[config.mk]
export PLATFORM = sky130hd
export DESIGN_NAME = priority_irq_queue
export DESIGN_NICKNAME = d
export VERILOG_FILES = /design/src/rtl/priority_irq_pkg.sv /design/src/rtl/priority_encode_16.sv /design/src/rtl/priority_irq_queue.sv
export SDC_FILE = /design/constraint.sdc
export NUM_CORES = 1
export LEC_CHECK = 0
export ABC_AREA = 1
export CAP_MARGIN = 10
export CORE_MARGIN = 3
export CORE_UTILIZATION = 58
export CTS_BUF_LIST = sky130_fd_sc_hd__clkbuf_8
export CTS_CLUSTER_SIZE = 14
export DETAILED_ROUTE_END_ITERATION = 7
export DONT_BUFFER_PORTS = 1
export PLACE_DENSITY_LB_ADDON = 0.3
export SYNTH_ARGS = -nofsm -noshare
export SYNTH_HDL_FRONTEND = slang
export SYNTH_SLANG_ARGS = --single-unit
[constraint.sdc]
create_clock -name clk -period 1.6 [get_ports clk]
set_input_delay 0.32 -clock clk [delete_from_list [all_inputs] [get_ports clk]]
set_output_delay 0.32 -clock clk [all_outputs]
set_load 0.03 [all_outputs]
[src/rtl/priority_irq_pkg.sv]
// Shared constants and index-code type for the priority interrupt queue.
package priority_irq_pkg;

  localparam int SRC_W = 16;
  localparam int IDX_W = 4;

  // 8-bit index code shared with the downstream encoder path: {4'b0, idx}
  typedef logic [7:0] idx_code_t;

  localparam idx_code_t IDLE_CODE = 8'hF0;

  function automatic idx_code_t make_code(input logic [IDX_W-1:0] idx);
    return {4'b0000, idx};
  endfunction

endpackage

[src/rtl/priority_encode_16.sv]
// Combinational 16-input priority encoder; the highest set bit wins.
module priority_encode_16
  import priority_irq_pkg::*;
(
  input  logic [SRC_W-1:0] eligible,
  output logic             any,
  output logic [IDX_W-1:0] idx
);

  // Ascending scan so the last (highest) set bit overrides lower ones
  always_comb begin
    any = |eligible;
    idx = '0;
    for (int i = 0; i < SRC_W; i++) begin
      if (eligible[i]) idx = IDX_W'(i);
    end
  end

endmodule

[src/rtl/priority_irq_queue.sv]
// Rising-edge event capture, pending latch and registered valid/ready
// dispatch of the highest-numbered pending source.
// Optional feature macro: PRIO_IRQ_MASK_EN (adds the per-source mask input).
module priority_irq_queue
  import priority_irq_pkg::*;
(
  input  logic             clk,
  input  logic             rst,
  input  logic [SRC_W-1:0] req,
  output logic             out_valid,
  input  logic             out_ready,
  output idx_code_t        out_idx,
  output logic [SRC_W-1:0] pending,
  output logic             overflow,
  input  logic             clr_ovf
`ifdef PRIO_IRQ_MASK_EN
  ,
  input  logic [SRC_W-1:0] mask
`endif
);

  logic [SRC_W-1:0] req_q;
  logic [SRC_W-1:0] req_edge;
  logic [SRC_W-1:0] eligible;
  logic [SRC_W-1:0] take;
  logic             load;
  logic             sel_any;
  logic [IDX_W-1:0] sel_idx;
  logic             ovf_set;

  assign req_edge = req & ~req_q;
  assign load     = ~out_valid | out_ready;

`ifdef PRIO_IRQ_MASK_EN
  // Masked sources keep latching but are hidden from selection
  assign eligible = pending & ~mask;
`else
  assign eligible = pending;
`endif

  priority_encode_16 u_enc (
    .eligible (eligible),
    .any      (sel_any),
    .idx      (sel_idx)
  );

  // One-hot of the source moving into the slot this cycle
  always_comb begin
    take = '0;
    if (load && sel_any) take[sel_idx] = 1'b1;
  end

  // A re-arrival on the bit being taken is a fresh event, not an overflow
  assign ovf_set = |(req_edge & pending & ~take);

  // Edge history, pending events, sticky overflow and the output slot
  always_ff @(posedge clk) begin
    if (rst) begin
      req_q     <= '1;
      pending   <= '0;
      overflow  <= 1'b0;
      out_valid <= 1'b0;
      out_idx   <= IDLE_CODE;
    end else begin
      req_q   <= req;
      pending <= (pending & ~take) | req_edge;
      if (ovf_set)      overflow <= 1'b1;
      else if (clr_ovf) overflow <= 1'b0;
      if (load) begin
        if (sel_any) begin
          out_valid <= 1'b1;
          out_idx   <= make_code(sel_idx);
        end else begin
          out_valid <= 1'b0;
          out_idx   <= IDLE_CODE;
        end
      end
    end
  end

endmodule
==> impl_metrics.yaml <==
clock_network:
  tritoncts: "done"
  cts.sinks: 39
  clk_latency_ps: 300
  tritoncts.num_buffers: 5
  clk_path_buf_depth: 2
  cts_root_buffer: "clkbuf_8"
  htree_levels: 2
  clkTransAtPathRegs_ps: 70
sta:
  rsz0062_at_grt: "true"
  fmax_ghz: 0.497
  finalCritPeriodShare_pct: 126
  clock_skew_ps: 6.17
  finalHoldViolations: 0
  worst_pin_slew_ps: 484
  setup_viol: 14
  fin_ws_ps: -413
  slew_violations: 0
  finalCriticalPeriod_ps: 2010
  whs_ps: 71.4
  relSlewSlack_pct: 67.7
placed_design:
  place.port_buffers: 0
  hpwlAfterDp_mm: 3.37
  placed_cell_area_sq_um: 2180
  place.gp.congestion: 0.952
die:
  core_area_sq_um: 2850
  fp.dieW_um: 61.6
  ios: 46
  num_rows: 19
  start_util_pct: 62.8
  dieArea_sq_um: 3790
  die-height_um: 61.6
drt:
  routed_wirelength_mm: 4.96
  drc_errors: 0
  drt_pass1_iterations: 4
  top_layer_used: "met4"
  wl_per_cell_um: 14.5
  met1Wirelength_mm: 2.02
  antenna_left: 0
  wl_met3_um: 384
  drt_iter0_markers: 149
  vias: 1831
  route.met2.wl_mm: 2.50
  vias_per_cell: 5.37
power:
  p_switching_uw: 836
  cellLeakagePower_uw: 0.00118
  max-vdd-ir-drop_mv: 0.707
  p_per_area_nw_per_um2: 1020
  seq_power_share_pct: 44.9
  p_clk_share_pct: 25.5
  internal_power_uw: 1610
  share_comb_of_total_power_pct: 29.6
  switching_share_pct: 34.2
global_route:
  overflow: 0
  grt_max_degree: 25
  antenna_found_initial: 0
  grt.total_usage_pct: 26.5
  grt_pass1_vias: 1641
  grt_pass1_wl_mm: 7.14
synth:
  ys_ff_latch: 39
  yosysSeqAreaShare_pct: 43.6
  synth_top_area_share_pct: 43.6
  ys_warn_count: 0
  post-synth-top-area-cell: "dfxtp_1"
  syn_nets: 278
  avgSynthCellArea_sq_um: 6.94
  synth_cell_type_count: 23
  synth_area_leaders: "dfxtp_1, nand2_1, inv_1, nor2_1, a21oi_1"
  synth.cell_area_sq_um: 1790
  syn-instance-count: 258
critical_path:
  path_max_fanout: 3
  setup.worst_path.end_class: "flop"
  required_ps: 1790
  cp.arrival_ps: 2200
  path_class: "reg2reg"
  start_kind: "flop"
flow_run:
  cap_viol_max_count: 0
cells_and_area:
  diodes: 0
  final_nets: 329
  syn2layout_area_growth_pct: 34.3
  stdcell_area_sq_um: 2400
  drive_gt1_share_pct: 38.7
worst_hold_path:
  hold_class: "in2reg"
run_status:
  run_status: "finished, violations left"
  violations: "setup timing"
cells in the final DEF, fill, tap and decap left out, drive strengths merged:
| master | n |
|---|---|
| inv | 45 |
| nand4 | 9 |
| nor2 | 35 |
| nand2 | 64 |
| or2 | 9 |
| nand3 | 22 |
| a21oi | 21 |
| dfxtp | 39 |
| clkinv | 2 |
| buf | 50 |
| o21a | 1 |
| nor3 | 3 |
| o21ai | 5 |
| clkbuf | 5 |
metal layers:
| layer | track usage [%] | vias up |
|---|---|---|
| met5 | 0 | - |
| met4 | 10.9 | 0 |
| met3 | 9.01 | 5 |
| met2 | 43.5 | 87 |
| met1 | 31.5 | 841 |
| li1 | - | 898 |
repair_timing:
action,in CTS,in global routing
buffers inserted,4,2
gates resized for setup,8,21
hold buffers,0,0
pin swaps,3,4
endpoints found under the setup margin,11,16
final cells by class:
| cell class | count | area [sq um] |
|---|---|---|
| Clock inverter | 3 | 12.5 |
| Tap cell | 31 | 38.8 |
| Multi-Input combinational cell | 169 | 905 |
| Fill cell | 193 | 448 |
| Timing Repair Buffer | 50 | 387 |
| Clock buffer | 5 | 68.8 |
| Sequential cell | 39 | 826 |
| Inverter | 44 | 168 |
sequential cells by signal (all words and copies together) (netlist names):
signal,count
pending,16
out_idx,5
req_q,16
out_valid,1
overflow,1
cells in the mapped netlist:
library cell	number
nand3_2	1
o21a_1	1
o21ai_0	4
nand2_2	3
nor3_1	2
buf_4	3
nand2_1	58
clkbuf_1	2
buf_1	1
nor2_4	2
o21ai_2	1
clkinv_1	1
a21oi_1	21
nor3_2	1
nand2_4	3
nor2_2	2
nand4_1	9
inv_1	39
nor2_1	31
or2_2	9
dfxtp_1	39
nand3_1	21
inv_2	4
logic make-up (layout without fill, tap and decap cells):
group	Yosys count	count (layout)	synth area share [%]
DFF	39	39	43.6
and+or+nand+nor	142	142	37.4
buffers and inverters	50	102	11.1
AOI/OAI and AO/OA	27	27	7.90
through the flow:
step | instances | setup slack, ps | total power, uW | TNS, ps | util (%)
final | 341 | -413 | 2440 | -2180 | 84.3
after global routing | 341 | -572 | 2560 | -3940 | 84.3
after CTS | 340 | -281 | 2380 | -1470 | 81.4
after detailed placement | 328 | -313 | 1720 | -1360 | 76.5
after global placement | 328 | -285 | 1710 | -1070 | 76.5
after floorplan | 258 | -66.0 | 1520 | -66.0 | -
power groups by stage:
stage / logic, uW / registers, uW / clock network [uW]
global route: 778 / 1100 / 679
detailed placement: 604 / 1120 / 0
global placement: 594 / 1120 / 0
floorplan: 335 / 1190 / 0
CTS: 653 / 1100 / 632
finish: 723 / 1100 / 624
path summary, 6_finish.rpt:
path / depth (start not counted) / from / end / slack, ps
hold / removal: 1 / rst / pending[9] / 70
hold reg to reg: 2 / out_idx[6] / out_idx[6] / 450
setup / recovery: 20 / pending[2] / overflow / -410
setup reg to reg: 20 / pending[2] / overflow / -410
worst max-delay path: stages (launching register included):
cell and delay [ps]:
dfxtp_4 350, inv_2 40, nand2_1 50, nand2_1 50
nand2_1 50, nand2_1 60, nand2_1 60, nand2_1 50
nand2_1 60, nand2_1 60, nand2_1 60, nand2_1 60
nand2_2 120, buf_4 140, nand4_1 120, nand3_1 150
nand2_1 80, nor2_1 90, nand2_1 60, nor2_1 120
a21oi_1 80
Power figures use the tool's default switching activity.
